--- src/rtl/ws2812b_pkg.sv ---
// Shared types and timing defaults for the WS2812B receive path.
// No logic, so there is no latency.
// No flow control here; the FSM and its error codes are defined for the receiver.
package ws2812b_pkg;

    // Receiver FSM states
    typedef enum logic [2:0] {
        SYNC_WAIT,
        IDLE,
        HIGH,
        LOW,
        ERR
    } state_t;

    // err_code values, valid while err is high
    localparam logic [1:0] ERR_LONG_HIGH = 2'b01;
    localparam logic [1:0] ERR_PARTIAL   = 2'b10;
    localparam logic [1:0] ERR_OVERFLOW  = 2'b11;

    // 12 MHz timing defaults, shared with the panel transmitter
    localparam int DEF_MIN_HIGH     = 2;
    localparam int DEF_BIT_THRESH   = 7;
    localparam int DEF_MAX_HIGH     = 24;
    localparam int DEF_RESET_CYCLES = 600;
    localparam int DEF_NUM_PIXELS   = 64;

    localparam int PIXEL_BITS = 24;

endpackage

--- src/rtl/ws2812b_rx_pulse_meter.sv ---
// Synchronizes din and measures the high and low run lengths of the synced line.
// Latency: din to din_s is 2 clks; rise/fall/high_width/low_timeout are flop-derived.
// No backpressure: the line is free-running and every cycle is measured.
// Ports: clk, rst (sync, active-high), din (async line);
//        rise/fall = edges of din_s; high_width = completed high run length, valid at fall;
//        low_timeout = one-cycle pulse on the RESET_CYCLES-th consecutive low cycle.
module ws2812b_rx_pulse_meter #(
    parameter int MAX_HIGH     = 24,
    parameter int RESET_CYCLES = 600,
    parameter int HW_W         = $clog2(MAX_HIGH + 2)
) (
    input  logic            clk,
    input  logic            rst,
    input  logic            din,
    output logic            rise,
    output logic            fall,
    output logic [HW_W-1:0] high_width,
    output logic            low_timeout
);
    localparam int LW = $clog2(RESET_CYCLES + 1);

    logic            sync1;
    logic            din_s;
    logic            din_d;
    logic [HW_W-1:0] hcnt;
    logic [LW-1:0]   lcnt;

    always_ff @(posedge clk) begin
        if (rst) begin
            sync1 <= 1'b0;
            din_s <= 1'b0;
            din_d <= 1'b0;
            hcnt  <= '0;
            lcnt  <= '0;
        end else begin
            sync1 <= din;
            din_s <= sync1;
            din_d <= din_s;
            // hcnt holds the number of high cycles before the current one,
            // so on the fall cycle it equals the full pulse width.
            if (!din_s)
                hcnt <= '0;
            else if (hcnt != HW_W'(MAX_HIGH + 1))
                hcnt <= hcnt + 1'b1;
            // Saturating at RESET_CYCLES makes low_timeout fire once per gap.
            if (din_s)
                lcnt <= '0;
            else if (lcnt != LW'(RESET_CYCLES))
                lcnt <= lcnt + 1'b1;
        end
    end

    assign rise        = din_s & ~din_d;
    assign fall        = ~din_s & din_d;
    assign high_width  = hcnt;
    assign low_timeout = ~din_s & (lcnt == LW'(RESET_CYCLES - 1));

endmodule

--- src/rtl/ws2812b_rx.sv ---
// WS2812B receiver: decodes pulse widths into indexed 24-bit GRB pixels and frame latches.
// Latency: strobes are registered, 1 clk after the decision cycle (3 clks after the pin).
// No backpressure: pixel/frame/err strobes are single-cycle and must be taken when seen.
// Ports: clk, rst (sync, active-high), din (async line); pixel_data/pixel_valid/pixel_index,
//        frame_done/frame_pixels, err/err_code (01 long high, 10 partial at latch, 11 overflow).
module ws2812b_rx
    import ws2812b_pkg::*;
#(
    parameter int MIN_HIGH     = DEF_MIN_HIGH,
    parameter int BIT_THRESH   = DEF_BIT_THRESH,
    parameter int MAX_HIGH     = DEF_MAX_HIGH,
    parameter int RESET_CYCLES = DEF_RESET_CYCLES,
    parameter int NUM_PIXELS   = DEF_NUM_PIXELS
) (
    input  logic        clk,
    input  logic        rst,
    input  logic        din,
    output logic [23:0] pixel_data,
    output logic        pixel_valid,
    output logic [5:0]  pixel_index,
    output logic        frame_done,
    output logic [6:0]  frame_pixels,
    output logic        err,
    output logic [1:0]  err_code
);
    localparam int HW_W = $clog2(MAX_HIGH + 2);

    logic            rise;
    logic            fall;
    logic            low_timeout;
    logic [HW_W-1:0] high_width;

    state_t      state, state_n;
    state_t      ret_state, ret_state_n;   // where a glitch returns to
    logic [4:0]  bit_cnt, bit_cnt_n;
    logic [23:0] shreg, shreg_n;
    logic [6:0]  pix_cnt, pix_cnt_n;
    logic        pix_emit;
    logic        frame_emit;
    logic        err_emit;
    logic [1:0]  err_code_n;

    ws2812b_rx_pulse_meter #(
        .MAX_HIGH     (MAX_HIGH),
        .RESET_CYCLES (RESET_CYCLES),
        .HW_W         (HW_W)
    ) u_meter (
        .clk         (clk),
        .rst         (rst),
        .din         (din),
        .rise        (rise),
        .fall        (fall),
        .high_width  (high_width),
        .low_timeout (low_timeout)
    );

    always_ff @(posedge clk) begin
        if (rst) begin
            state        <= SYNC_WAIT;
            ret_state    <= IDLE;
            bit_cnt      <= '0;
            shreg        <= '0;
            pix_cnt      <= '0;
            pixel_data   <= '0;
            pixel_valid  <= 1'b0;
            pixel_index  <= '0;
            frame_done   <= 1'b0;
            frame_pixels <= '0;
            err          <= 1'b0;
            err_code     <= '0;
        end else begin
            state       <= state_n;
            ret_state   <= ret_state_n;
            bit_cnt     <= bit_cnt_n;
            shreg       <= shreg_n;
            pix_cnt     <= pix_cnt_n;
            pixel_valid <= pix_emit;
            frame_done  <= frame_emit;
            err         <= err_emit;
            err_code    <= err_emit ? err_code_n : 2'b00;
            if (pix_emit) begin
                pixel_data  <= shreg;
                pixel_index <= pix_cnt[5:0];
            end
            if (frame_emit)
                frame_pixels <= pix_cnt;
        end
    end

    always_comb begin
        state_n     = state;
        ret_state_n = ret_state;
        bit_cnt_n   = bit_cnt;
        shreg_n     = shreg;
        pix_cnt_n   = pix_cnt;
        pix_emit    = 1'b0;
        frame_emit  = 1'b0;
        err_emit    = 1'b0;
        err_code_n  = 2'b00;

        case (state)
            SYNC_WAIT: begin
                if (low_timeout)
                    state_n = IDLE;
            end
            IDLE: begin
                bit_cnt_n = '0;
                shreg_n   = '0;
                pix_cnt_n = '0;
                if (rise) begin
                    state_n     = HIGH;
                    ret_state_n = IDLE;
                end
            end
            HIGH: begin
                if (fall) begin
                    if (high_width < HW_W'(MIN_HIGH)) begin
                        state_n = ret_state;
                    end else begin
                        shreg_n   = {shreg[22:0], (high_width >= HW_W'(BIT_THRESH))};
                        bit_cnt_n = bit_cnt + 5'd1;
                        state_n   = LOW;
                    end
                end else if (high_width == HW_W'(MAX_HIGH)) begin
                    // Current cycle is high cycle MAX_HIGH+1.
                    err_emit   = 1'b1;
                    err_code_n = ERR_LONG_HIGH;
                    bit_cnt_n  = '0;
                    shreg_n    = '0;
                    state_n    = ERR;
                end
            end
            LOW: begin
                // A full word lands here the cycle after its last fall.
                if (bit_cnt == 5'(PIXEL_BITS)) begin
                    bit_cnt_n = '0;
                    if (pix_cnt < 7'(NUM_PIXELS)) begin
                        pix_emit  = 1'b1;
                        pix_cnt_n = pix_cnt + 7'd1;
                    end else begin
                        err_emit   = 1'b1;
                        err_code_n = ERR_OVERFLOW;
                    end
                end
                if (rise) begin
                    state_n     = HIGH;
                    ret_state_n = LOW;
                end else if (low_timeout) begin
                    frame_emit = 1'b1;
                    if (bit_cnt != '0) begin
                        err_emit   = 1'b1;
                        err_code_n = ERR_PARTIAL;
                    end
                    bit_cnt_n = '0;
                    state_n   = IDLE;
                end
            end
            ERR: begin
                if (low_timeout)
                    state_n = IDLE;
            end
            default: state_n = SYNC_WAIT;
        endcase
    end

endmodule
--- config.mk ---
export PLATFORM = sky130hd
export DESIGN_NAME = ws2812b_rx
export DESIGN_NICKNAME = d
export VERILOG_FILES = /design/src/rtl/ws2812b_pkg.sv /design/src/rtl/ws2812b_rx_pulse_meter.sv /design/src/rtl/ws2812b_rx.sv
export SDC_FILE = /design/constraint.sdc
export NUM_CORES = 1
export LEC_CHECK = 0
export ABC_CLOCK_PERIOD_IN_PS = 3480
export BUFFER_PORTS_ARGS = -buffer_cell sky130_fd_sc_hd__buf_4
export CAP_MARGIN = 20
export CORE_MARGIN = 1
export CORE_UTILIZATION = 48
export DETAILED_ROUTE_END_ITERATION = 6
export MAX_ROUTING_LAYER = met4
export PLACE_DENSITY = 0.65
export REMOVE_ABC_BUFFERS = 1
export SLEW_MARGIN = 30
export SYNTH_ARGS = -nofsm -noshare
export SYNTH_HDL_FRONTEND = slang
export SYNTH_SLANG_ARGS = --single-unit
export TNS_END_PERCENT = 10
--- constraint.sdc ---
create_clock -name clk -period 3.48 [get_ports clk]
set_input_delay 0.174 -clock clk [delete_from_list [all_inputs] [get_ports clk]]
set_output_delay 0.174 -clock clk [all_outputs]
set_load 0.1 [all_outputs]
==> impl_metrics.csv, run 1 <==
group,metric,value,unit
setup_path,path_max_fanout,8,
sta,finalCriticalPeriod,1.96,ns
route,drtPass1Iterations,4,
setup_path,rr_worst_depth,6,
power,power_leakage,0.00181,uW
clock_tree,clk_root_buffer_cell,"clkbuf_8",
route,vias,3093,
global_route,grt_pass1_vias,2824,
status,status,"finished, final reports clean",
cells_and_area,final_cells,579,
power,powerDensity,417,mW/mm2
placement,port_buffers,44,
placement,dp_hpwl,4960,um
clock_tree,htree_levels,3,
clock_tree,clock_latency,0.37,ns
sta,rsz0062_at_grt,"false",
job,drv_cap,0,
clock_tree,cts_buffers,9,
cells_and_area,fin_area,0.00456,mm2
cells_and_area,area_growth,13.5,%
sta,relSlewSlack,60.0,%
route,remaining_drc_errors,0,
yosys,syn_inst,438,
worst_hold_path,hp-start,"din",
route,wl,7460,um
yosys,ys_types,58,
floorplan,fp.dieArea,0.00873,mm2
power,peakVddDrop,0.255,mV
sta,fin_skew,0.0159,ns
cells_and_area,num-nets-final,483,
sta,fin_setup_tns,0,ns
cells_and_area,antenna_cells,0,
cells_and_area,final_common_cell,"dfxtp_1",
yosys,synthFlopType,"dfxtp_1",
setup_path,required,3.72,ns
sta,fin_ws,1.52,ns
setup_path,worstSetupStartpointType,"flip-flop",
route,top_layer,"met4",
setup_path,timing.rr.end,"frame_pixels[5]$_SDFFE_PP0P_",
worst_hold_path,min_to,"u_meter.sync1$_SDFF_PP0_",
floorplan,die_y,93.4,um
yosys,ys_ff_latch,100,
setup_path,timing.rr.start,"u_meter.lcnt[0]$_SDFFE_PP0P_",
route,viasPerCell,5.34,
placement,place_ws,1.50,ns
setup_path,cp-end-kind,"flip-flop",
clock_tree,cts_tree,"yes",
yosys,synth_area,0.00401,mm2
yosys,yosys_warnings,0,
clock_tree,clk_pin_slew,0.10,ns
yosys,synth-async-reset-ratio,0,%
setup_path,crit_arrival,2.20,ns
global_route,grt_overflow,0,
yosys,seq_area_frac_synth,49.9,%
yosys,synth-edff-count,0,
clock_tree,clockBufferDepth,2,
global_route,grt_max_degree,61,
sta,period_share,56.5,%
setup_path,crit_type,"flip-flop to flip-flop",
sta,slew_viol_final,0,
floorplan,ios,45,
worst_hold_path,hp-class,"primary input to flip-flop",
clock_tree,cts_setup_buffers,0,
cells_and_area,mostFrequentLayoutCells,"100 x dfxtp_1, 75 x nand2_1, 47 x buf_4",
route,wl_met2,3430,um
floorplan,rows,32,
worst_hold_path,hold-path-cell-count,2,
global_route,antenna_found_initial,0,
setup_path,r2r_slack,1.52,ns
cells_and_area,fill_cells,747,
route,wl_per_cell,12.9,um
sta,hold_viol,0,
placement,place_congestion,0.815,
clock_tree,cts.sinks,100,
clock_tree,holdBufCountCts,0,
floorplan,fp.dieW,93.4,um
sta,worst_slew_pin_slew,0.600,ns
route,drt_iter0_markers,144,
route,final_antenna_net_count,0,
global_route,grt_usage,18.8,%
floorplan,initial_utilization,50.9,%
placement,post_dp_cell_area,0.00436,mm2
sta,fmax,509,MHz
sta,whs,0.0201,ns
yosys,avgSynthCellArea,9.16,um2
route,met1Wirelength,3640,um
placement,place_inst,563,
clock_tree,cts_resized,0,
floorplan,core-area,0.00789,mm2
sta,setup_viol,0,
cells_and_area,drive_gt1_share,16.4,%
global_route,grt_pass1_wl,12600,um
route,met3_length,307,um
## routing by layer
| layer | vias to the layer above | global-route usage (%) |
|---|---|---|
| met1 | 1443 | 22.9 |
| met4 | 0 | 7.05 |
| li1 | 1571 | - |
| met5 | - | - |
| met2 | 69 | 30.7 |
| met3 | 10 | 4.07 |
## worst max path at each step
stage	start	end	slack [ns]
global route	u_meter.lcnt[0]$_SDFFE_PP0P_	frame_pixels[1]$_SDFFE_PP0P_	1.35
floorplan	bit_cnt[1]$_SDFFE_PP0P_	pixel_data[0]$_SDFFE_PP0P_	1.32
finish	u_meter.lcnt[0]$_SDFFE_PP0P_	frame_pixels[5]$_SDFFE_PP0P_	1.52
global placement	u_meter.lcnt[0]$_SDFFE_PP0P_	frame_pixels[6]$_SDFFE_PP0P_	1.59
CTS	u_meter.lcnt[0]$_SDFFE_PP0P_	frame_pixels[5]$_SDFFE_PP0P_	1.49
detailed placement	u_meter.lcnt[0]$_SDFFE_PP0P_	frame_pixels[5]$_SDFFE_PP0P_	1.50
## Yosys cell counts, types with 3 or more instances
cell type,n,area [um2]
nor2_1,44,165
xnor2_1,4,35.0
clkbuf_1,10,37.5
a22o_1,24,210
nand2b_1,7,43.8
nand3b_1,4,30.0
nand4_1,6,37.5
nand3_1,10,50.1
o21ai_0,3,15.0
and3_1,5,31.3
nor2b_1,5,31.3
dfxtp_1,100,2000
inv_1,11,41.3
buf_2,10,50.1
mux2i_1,10,100
a21oi_1,42,210
ha_1,8,100
nand2_1,75,282
xor2_1,10,87.6
## report_power, final
| group | internal (uW) | total, uW | switching (uW) |
|---|---|---|---|
| Combinational | 12.3 | 37.1 | 24.8 |
| Clock | 279 | 711 | 431 |
| Sequential | 1150 | 1150 | 4.45 |
| Total | 1440 | 1900 | 461 |
## area by class of cell
cell class              instances  area [um2]  share of cell area, %
clock buffers                   9         124                   2.72
multi-input cells             303        1840                   40.3
repair buffers                 47         353                   7.74
flip-flops and latches        100        2000                   43.9
well taps                     102         128                   2.80
inverters                      11        41.3                  0.906
clock inverters                 7        72.6                   1.59
## stage by stage
stage / power, uW / utilization, %
6_report: 1900 / 57.8
5_1_grt: 1980 / 57.8
4_1_cts: 1930 / 57.8
3_5_place_dp: 1220 / 55.3
3_3_place_gp: 1220 / 55.3
2_1_floorplan: 1200 / -
## state kept, by name (all words and copies together), names as in the netlist, 2 cells and up
signal / flops
state: 3
u_meter.high_width: 5
shreg: 24
u_meter.lcnt: 10
frame_pixels: 7
pixel_data: 24
err_code: 2
pixel_index: 6
pix_cnt: 7
bit_cnt: 5
## worst max-delay path, stage by stage (launching register included)
cell      delay, ns
dfxtp_1        0.40
ha_1           0.22
nor4bb_1       0.28
nand3_1        0.22
or2_1          0.44
mux2i_1        0.22
nor2_1         0.05
## logic make-up (layout without fill, tap and decap cells)
family,Yosys count,in the layout,share of synthesized area (%)
AND/OR/NAND/NOR,181,181,22.3
AO/OA/AOI/OAI,89,89,15.1
multiplexers,11,11,2.84
adder cells (fa/ha/maj),8,8,2.49
flip-flops,100,100,49.9
XOR/XNOR,14,14,3.05
buffers and inverters,35,74,4.43
Note: power is estimated with default switching activity, not from simulation.
==> run 2, diff against run 1 <==
--- a/config.mk
+++ b/config.mk
@@ -5,14 +5,15 @@
 export SDC_FILE = /design/constraint.sdc
 export NUM_CORES = 1
 export LEC_CHECK = 0
-export ABC_CLOCK_PERIOD_IN_PS = 3480
+export ABC_AREA = 1
+export ABC_CLOCK_PERIOD_IN_PS = 1800
 export BUFFER_PORTS_ARGS = -buffer_cell sky130_fd_sc_hd__buf_4
 export CAP_MARGIN = 20
 export CORE_MARGIN = 1
 export CORE_UTILIZATION = 48
 export DETAILED_ROUTE_END_ITERATION = 6
 export MAX_ROUTING_LAYER = met4
-export PLACE_DENSITY = 0.65
+export PLACE_DENSITY = 0.68
 export REMOVE_ABC_BUFFERS = 1
 export SLEW_MARGIN = 30
 export SYNTH_ARGS = -nofsm -noshare
==> constraint.sdc (replaced) <==
create_clock -name clk -period 1.8 [get_ports clk]
set_input_delay 0.09 -clock clk [delete_from_list [all_inputs] [get_ports clk]]
set_output_delay 0.09 -clock clk [all_outputs]
set_load 0.1 [all_outputs]
==> run 2 against run 1 <==
Effect of this change:
- maximum frequency up 21%
- clock power up 91%
- area after synthesis up 5.3%
- flip-flop and latch count unchanged
- register-to-register slack worse by 1.3 ns
- highest routed layer unchanged
- critical path depth up 3
- total power up 93%
- non-clock buffer count up 12
- largest cell class unchanged
==> impl_metrics.csv, run 2 <==
group,metric,value,unit
status,status,"finished, final reports clean",
yosys,yosys_warnings,0,
setup_path,max_stage_delay,0.37,ns
sta,worst_slew_pin_slew,0.430,ns
power,p_comb_share,2.2,%
clock_tree,cts_setup_buffers,0,
setup_path,cp-startpoint,"u_meter.high_width[1]$_SDFFE_PP0P_",
yosys,synth-async-reset-ratio,0,%
global_route,grt_pass1_wl,14500,um
cells_and_area,drive_gt1_share,15.5,%
cells_and_area,fill_cells,772,
sta,fin_setup_tns,0,ns
worst_hold_path,hp-class,"primary input to flip-flop",
yosys,ys_types,38,
clock_tree,clock_latency,0.38,ns
cells_and_area,mostFrequentLayoutCells,"100 x dfxtp_1, 78 x a21oi_1, 65 x nor2_1, 65 x nand2_1, 64 x inv_1",
global_route,grt_usage,20.9,%
power,power_leakage,0.00201,uW
yosys,synth-edff-count,0,
setup_path,cp-end-kind,"flip-flop",
setup_path,timing.rr.end,"bit_cnt[0]$_SDFFE_PP0P_",
sta,slew_viol_final,0,
clock_tree,cts_tree,"yes",
setup_path,r2r_slack,0.18,ns
placement,dp_hpwl,6100,um
sta,setup_viol,0,
yosys,yosysMostFrequentCell,"dfxtp_1",
sta,period_share,90.1,%
power,pwr-share-seq,60.8,%
setup_path,rr_worst_depth,9,
global_route,grt_pass1_vias,3228,
floorplan,die_y,95.9,um
global_route,grt_overflow,0,
yosys,synthFlopType,"dfxtp_1",
yosys,yosysTopAreaCellShare,47.4,%
yosys,synth_area,0.00423,mm2
power,switchingPower,888,uW
route,wl_per_cell,12.5,um
setup_path,crit_type,"flip-flop to flip-flop",
clock_tree,cts.sinks,100,
setup_path,cpMostUsedCell,"nand2_1",
route,drtPass1Iterations,6,
route,vias,3693,
yosys,synthTopCellsByArea,"dfxtp_1 47%, a21oi_1 9.2%, o21ai_0 7.1%",
sta,fin_ws,0.179,ns
floorplan,ios,45,
placement,place_ws,0.165,ns
cells_and_area,antenna_cells,0,
clock_tree,cts_buffers,9,
sta,fmax,617,MHz
sta,finalCriticalPeriod,1.62,ns
floorplan,fp.dieArea,0.00919,mm2
setup_path,worstSetupEndpoint,"bit_cnt[0]$_SDFFE_PP0P_",
yosys,yosys-top-cells-count,"100 x dfxtp_1, 78 x a21oi_1, 65 x nand2_1, 65 x nor2_1, 64 x inv_1",
job,drv_cap,0,
yosys,yosysTopAreaCell,"dfxtp_1",
floorplan,rows,33,
floorplan,fp.dieW,95.9,um
route,viasPerCell,5.25,
yosys,avgSynthCellArea,7.74,um2
clock_tree,clk_pin_slew,0.09,ns
setup_path,required,2.11,ns
clock_tree,clockBufferDepth,2,
placement,port_buffers,44,
sta,hold_viol,0,
yosys,seq_area_frac_synth,47.4,%
floorplan,initial_utilization,50.4,%
power,powerDensity,750,mW/mm2
sta,rsz0062_at_grt,"false",
route,drt_iter0_markers,184,
floorplan,core-area,0.00838,mm2
clock_tree,clk_root_buffer_cell,"clkbuf_8",
setup_path,cp_slowest_cell,"dfxtp_1",
power,peakVddDrop,0.431,mV
clock_tree,htree_levels,3,
yosys,ys_ff_latch,100,
setup_path,timing.rr.start,"u_meter.high_width[1]$_SDFFE_PP0P_",
setup_path,crit_chain,"inv_1 -> ha_1 -> nand4_1 -> nand2_4 -> buf_4 -> nand2_1 -> nor2_1 -> nand2_1 -> a21oi_1",
sta,relSlewSlack,71.1,%
cells_and_area,reg_top3,"pixel_data (24), shreg (24), u_meter.lcnt (10)",
worst_hold_path,hp-start,"rst",
power,internal_power,2770,uW
power,swShare,24.3,%
setup_path,worstSetupStartpointType,"flip-flop",
setup_path,crit_arrival,1.93,ns
yosys,syn_inst,546,
cells_and_area,num-nets-final,605,
global_route,antenna_found_initial,0,
placement,place_congestion,0.908,
route,wl,8800,um
sta,fin_skew,0.0143,ns
global_route,grt_max_degree,43,
cells_and_area,final_common_cell,"dfxtp_1",
power,clockPowerShare,37.0,%
cells_and_area,area_growth,15.5,%
route,remaining_drc_errors,0,
route,final_antenna_net_count,0,
setup_path,path_max_fanout,9,
## run 2: cell types whose count changed after synthesis, moves of 10 or more
cell	previous run	this run
nand2_1	75	65
a21oi_1	42	78
o21ai_0	3	60
a22o_1	24	0
nand3_1	10	21
inv_1	11	64
nor2_1	44	65
mux2i_1	10	0
## run 2: metrics by stage
stage               std cells  utilization [%]  area [um2]  hold slack [ns]  power (uW)
finish                    704             58.3        4880           0.0326        3660
global route              704             58.3        4880           0.0469        3800
CTS                       704             58.0        4860           0.0233        3700
detailed placement        687             55.7        4670            0.297        2360
global placement          687             55.7        4670            0.293        2350
floorplan                 524                -        4070            0.159        2330
## run 2: worst max-delay path: cells and delay by family (launching register included)
kind            cells  cell delay (ns)
compound gates      1             0.13
fa+ha+maj           1             0.14
buf+inv             2             0.27
flops               1             0.37
simple gates        5             0.67
## run 2: power groups by stage
| stage | combinational (uW) | clock (uW) | sequential, uW |
|---|---|---|---|
| after global routing | 96.3 | 1480 | 2230 |
| after detailed placement | 79.7 | 0 | 2280 |
| after floorplan | 50.4 | 0 | 2280 |
| final | 80.9 | 1360 | 2230 |
| after CTS | 81.7 | 1390 | 2230 |
| after global placement | 78.1 | 0 | 2280 |
## run 2: area by class of cell
cell class	count	area [um2]	share of cell area, %
multi-input cells	355	1820	37.4
repair buffers	59	483	9.89
inverters	69	260	5.33
clock buffers	10	128	2.61
well taps	105	131	2.69
flip-flops and latches	100	2000	41.0
clock inverters	6	55.1	1.13
## run 2: timing repair
| item | 4_1_cts | 5_1_grt |
|---|---|---|
| gates resized for setup | 0 | 3 |
| hold endpoints to repair | 1 | 0 |
| hold buffers | 1 | 0 |
| endpoints found under the setup margin | 0 | 7 |
## run 2: metal layers
layer,wire (um),up-vias,GRT usage (%)
li1,-,1887,-
met1,4130,1696,27.3
met2,4030,95,31.3
met3,477,15,3.71
met4,164,0,9.83
met5,0,-,-
## run 2: worst min-delay path by stage
| stage | end | slack (ns) | cells after the start |
|---|---|---|---|
| 2_1_floorplan | bit_cnt[2]$_SDFFE_PP0P_ | 0.16 | 1 |
| 3_3_place_gp | u_meter.sync1$_SDFF_PP0_ | 0.29 | 3 |
| 3_5_place_dp | u_meter.sync1$_SDFF_PP0_ | 0.30 | 3 |
| 4_1_cts | state[1]$_SDFFE_PP0P_ | 0.02 | 2 |
| 5_1_grt | shreg[0]$_SDFFE_PP0P_ | 0.05 | 2 |
| 6_report | ret_state[1]$_SDFFE_PP0P_ | 0.03 | 2 |
## run 2: cells by family after synthesis
logic type,after synthesis,share of synthesized area [%]
XOR/XNOR,3,0.622
AND/OR/NAND/NOR,193,21.4
AO/OA/AOI/OAI,151,18.3
buffers and inverters,91,9.94
adder cells (fa/ha/maj),8,2.37
flip-flops,100,47.4
==> run 3, diff against run 2 <==
--- a/config.mk
+++ b/config.mk
@@ -14,7 +14,6 @@
 export DETAILED_ROUTE_END_ITERATION = 6
 export MAX_ROUTING_LAYER = met4
 export PLACE_DENSITY = 0.68
-export REMOVE_ABC_BUFFERS = 1
 export SLEW_MARGIN = 30
 export SYNTH_ARGS = -nofsm -noshare
 export SYNTH_HDL_FRONTEND = slang
==> run 3 against run 2 <==
Effect of this change:
- final cell count up 0.43%
- clock power is essentially flat
- flip-flop and latch count unchanged
- via count decreased by 0.87%
- maximum frequency shrank 2.3%
- critical path depth down 1
- count of clock-buffer cells in the layout shrank 1
- first-iteration DRC count decreased by 15%
- worst hold slack gained 0.022 ns
- total power decreased by 0.35%
- critical path type unchanged
==> impl_metrics.csv, run 3 (synthesis gave the netlist of run 2 again) <==
group,metric,value,unit
status,status,"finished, final reports clean",
global_route,grt_pass1_wl,14700,um
cells_and_area,final_common_cell,"dfxtp_1",
global_route,antenna_found_initial,0,
setup_path,timing.rr.end,"pixel_data[18]$_SDFFE_PP0P_",
sta,worst_slew_pin_slew,0.389,ns
setup_path,crit_arrival,1.92,ns
setup_path,crit_chain,"inv_1 -> ha_1 -> nand3_2 -> nor2_4 -> nand3_4 -> nor2_4 -> buf_12 -> a21oi_1",
setup_path,required,2.06,ns
worst_hold_path,hp-start,"rst",
power,clockPowerShare,36.7,%
global_route,grt_overflow,0,
power,p_comb_share,2.3,%
clock_tree,cts.sinks,100,
route,wl_per_cell,12.2,um
global_route,busiest_layer,"met2",
route,wl,8600,um
floorplan,fp.dieArea,0.00919,mm2
setup_path,path_max_fanout,22,
power,powerDensity,741,mW/mm2
sta,slew_viol_final,0,
floorplan,core-area,0.00838,mm2
setup_path,max_stage_delay,0.36,ns
clock_tree,clk_root_buffer_cell,"clkbuf_8",
cells_and_area,area_growth,16.5,%
placement,place_congestion,0.898,
sta,fmax,603,MHz
route,final_antenna_net_count,0,
power,swShare,24.0,%
clock_tree,cts_buffers,9,
sta,period_share,92.2,%
global_route,grt_max_degree,60,
setup_path,worstSetupStartpointType,"flip-flop",
setup_path,r2r_slack,0.14,ns
cells_and_area,drive_gt1_share,16.3,%
placement,port_buffers,44,
floorplan,initial_utilization,50.4,%
power,peakVddDrop,0.465,mV
sta,setup_viol,0,
cells_and_area,antenna_cells,0,
placement,dp_hpwl,5960,um
floorplan,fp.dieW,95.9,um
worst_hold_path,min_to,"shreg[0]$_SDFFE_PP0P_",
route,viasPerCell,5.18,
sta,rsz0062_at_grt,"false",
setup_path,cpMostUsedCell,"nor2_4",
clock_tree,clockBufferDepth,2,
setup_path,cp_top_family,"simple AND/OR/NAND/NOR gates",
global_route,grt_pass1_vias,3375,
sta,hold_viol,0,
setup_path,cp_slowest_cell,"dfxtp_1",
global_route,grt_usage,20.8,%
worst_hold_path,hp-class,"primary input to flip-flop",
job,drv_cap,0,
setup_path,rr_worst_depth,8,
global_route,use_met3,3.87,%
sta,fin_skew,0.0103,ns
route,remaining_drc_errors,0,
setup_path,timing.rr.start,"bit_cnt[0]$_SDFFE_PP0P_",
sta,fin_setup_tns,0,ns
worst_hold_path,hold-path-cell-count,2,
clock_tree,clk_pin_slew,0.10,ns
power,fin_total_pwr,3650,uW
clock_tree,htree_levels,3,
floorplan,die_y,95.9,um
floorplan,ios,45,
global_route,use_met1,24.7,%
route,drtPass1Iterations,5,
sta,finalCriticalPeriod,1.66,ns
power,pwr-share-seq,61.0,%
setup_path,cp-end-kind,"flip-flop",
setup_path,cp.buffers_inverters,2,
global_route,gr-usage-met2,35.8,%
route,vias,3661,
power,internal_power,2780,uW
cells_and_area,num-nets-final,608,
sta,relSlewSlack,73.8,%
clock_tree,cts_tree,"yes",
power,power_leakage,0.00203,uW
clock_tree,clock_latency,0.36,ns
cells_and_area,mostFrequentLayoutCells,"100 x dfxtp_1, 78 x a21oi_1, 65 x nor2_1",
route,drt_iter0_markers,157,
yosys,synth_nets,557,
floorplan,rows,33,
cells_and_area,reg_top3,"pixel_data (24), shreg (24), u_meter.lcnt (10)",
setup_path,crit_type,"flip-flop to flip-flop",
power,switchingPower,874,uW
run 3: timing repair:
| action | in CTS | in global routing |
|---|---|---|
| hold endpoints to repair | 1 | 0 |
| resized for setup | 0 | 5 |
| hold buffers | 1 | 0 |
| buffers inserted | 0 | 3 |
| setup endpoints to repair | 0 | 36 |
run 3: worst reg2reg max path, cell delays in order (launching register included):
cell and delay [ns]:
dfxtp_1 0.36, inv_1 0.09, ha_1 0.19, nand3_2 0.12, nor2_4 0.20, nand3_4 0.13, nor2_4 0.20, buf_12 0.18
a21oi_1 0.09
run 3: worst max path at each step:
stage	start	endpoint	slack, ns	cells after the start
after floorplan	bit_cnt[0]$_SDFFE_PP0P_	pixel_data[0]$_SDFFE_PP0P_	0.30	8
after global placement	bit_cnt[0]$_SDFFE_PP0P_	pixel_index[3]$_SDFFE_PP0P_	0.16	8
after detailed placement	bit_cnt[0]$_SDFFE_PP0P_	pixel_data[18]$_SDFFE_PP0P_	0.11	8
after CTS	bit_cnt[0]$_SDFFE_PP0P_	pixel_data[18]$_SDFFE_PP0P_	0.09	8
after global routing	bit_cnt[0]$_SDFFE_PP0P_	pixel_data[15]$_SDFFE_PP0P_	0.02	9
final	bit_cnt[0]$_SDFFE_PP0P_	pixel_data[18]$_SDFFE_PP0P_	0.14	8
run 3: cell type report:
type	count	area, um2
flip-flops and latches	100	2000
clock inverters	7	58.8
multi-input cells	355	1830
inverters	69	263
fillers	765	3460
clock buffers	9	124
well taps	105	131
repair buffers	62	518
run 3: power by group through the flow:
stage	registers (uW)	logic, uW	clock network [uW]
after global placement	2280	81.6	0
final	2230	85.5	1340
after global routing	2230	97.8	1470
after CTS	2230	85.5	1390
after detailed placement	2280	83.5	0
after floorplan	2280	59.3	0
run 3: stage by stage:
step / util [%] / worst slack, ns / cell area [um2] / hold WS (ns) / instances
2_1_floorplan: - / 0.299 / 4230 / 0.197 / 546
3_3_place_gp: 55.9 / 0.164 / 4680 / 0.317 / 687
3_5_place_dp: 55.9 / 0.108 / 4680 / 0.319 / 687
4_1_cts: 58.2 / 0.0944 / 4880 / 0.0392 / 704
5_1_grt: 58.8 / 0.0167 / 4930 / 0.0697 / 707
6_report: 58.8 / 0.141 / 4930 / 0.0547 / 707
run 3: routing by layer:
layer	vias to the layer above	part of all wire, %
met2	77	48
met5	-	0
met3	16	4.5
met1	1673	46
met4	0	1.5
li1	1895	-
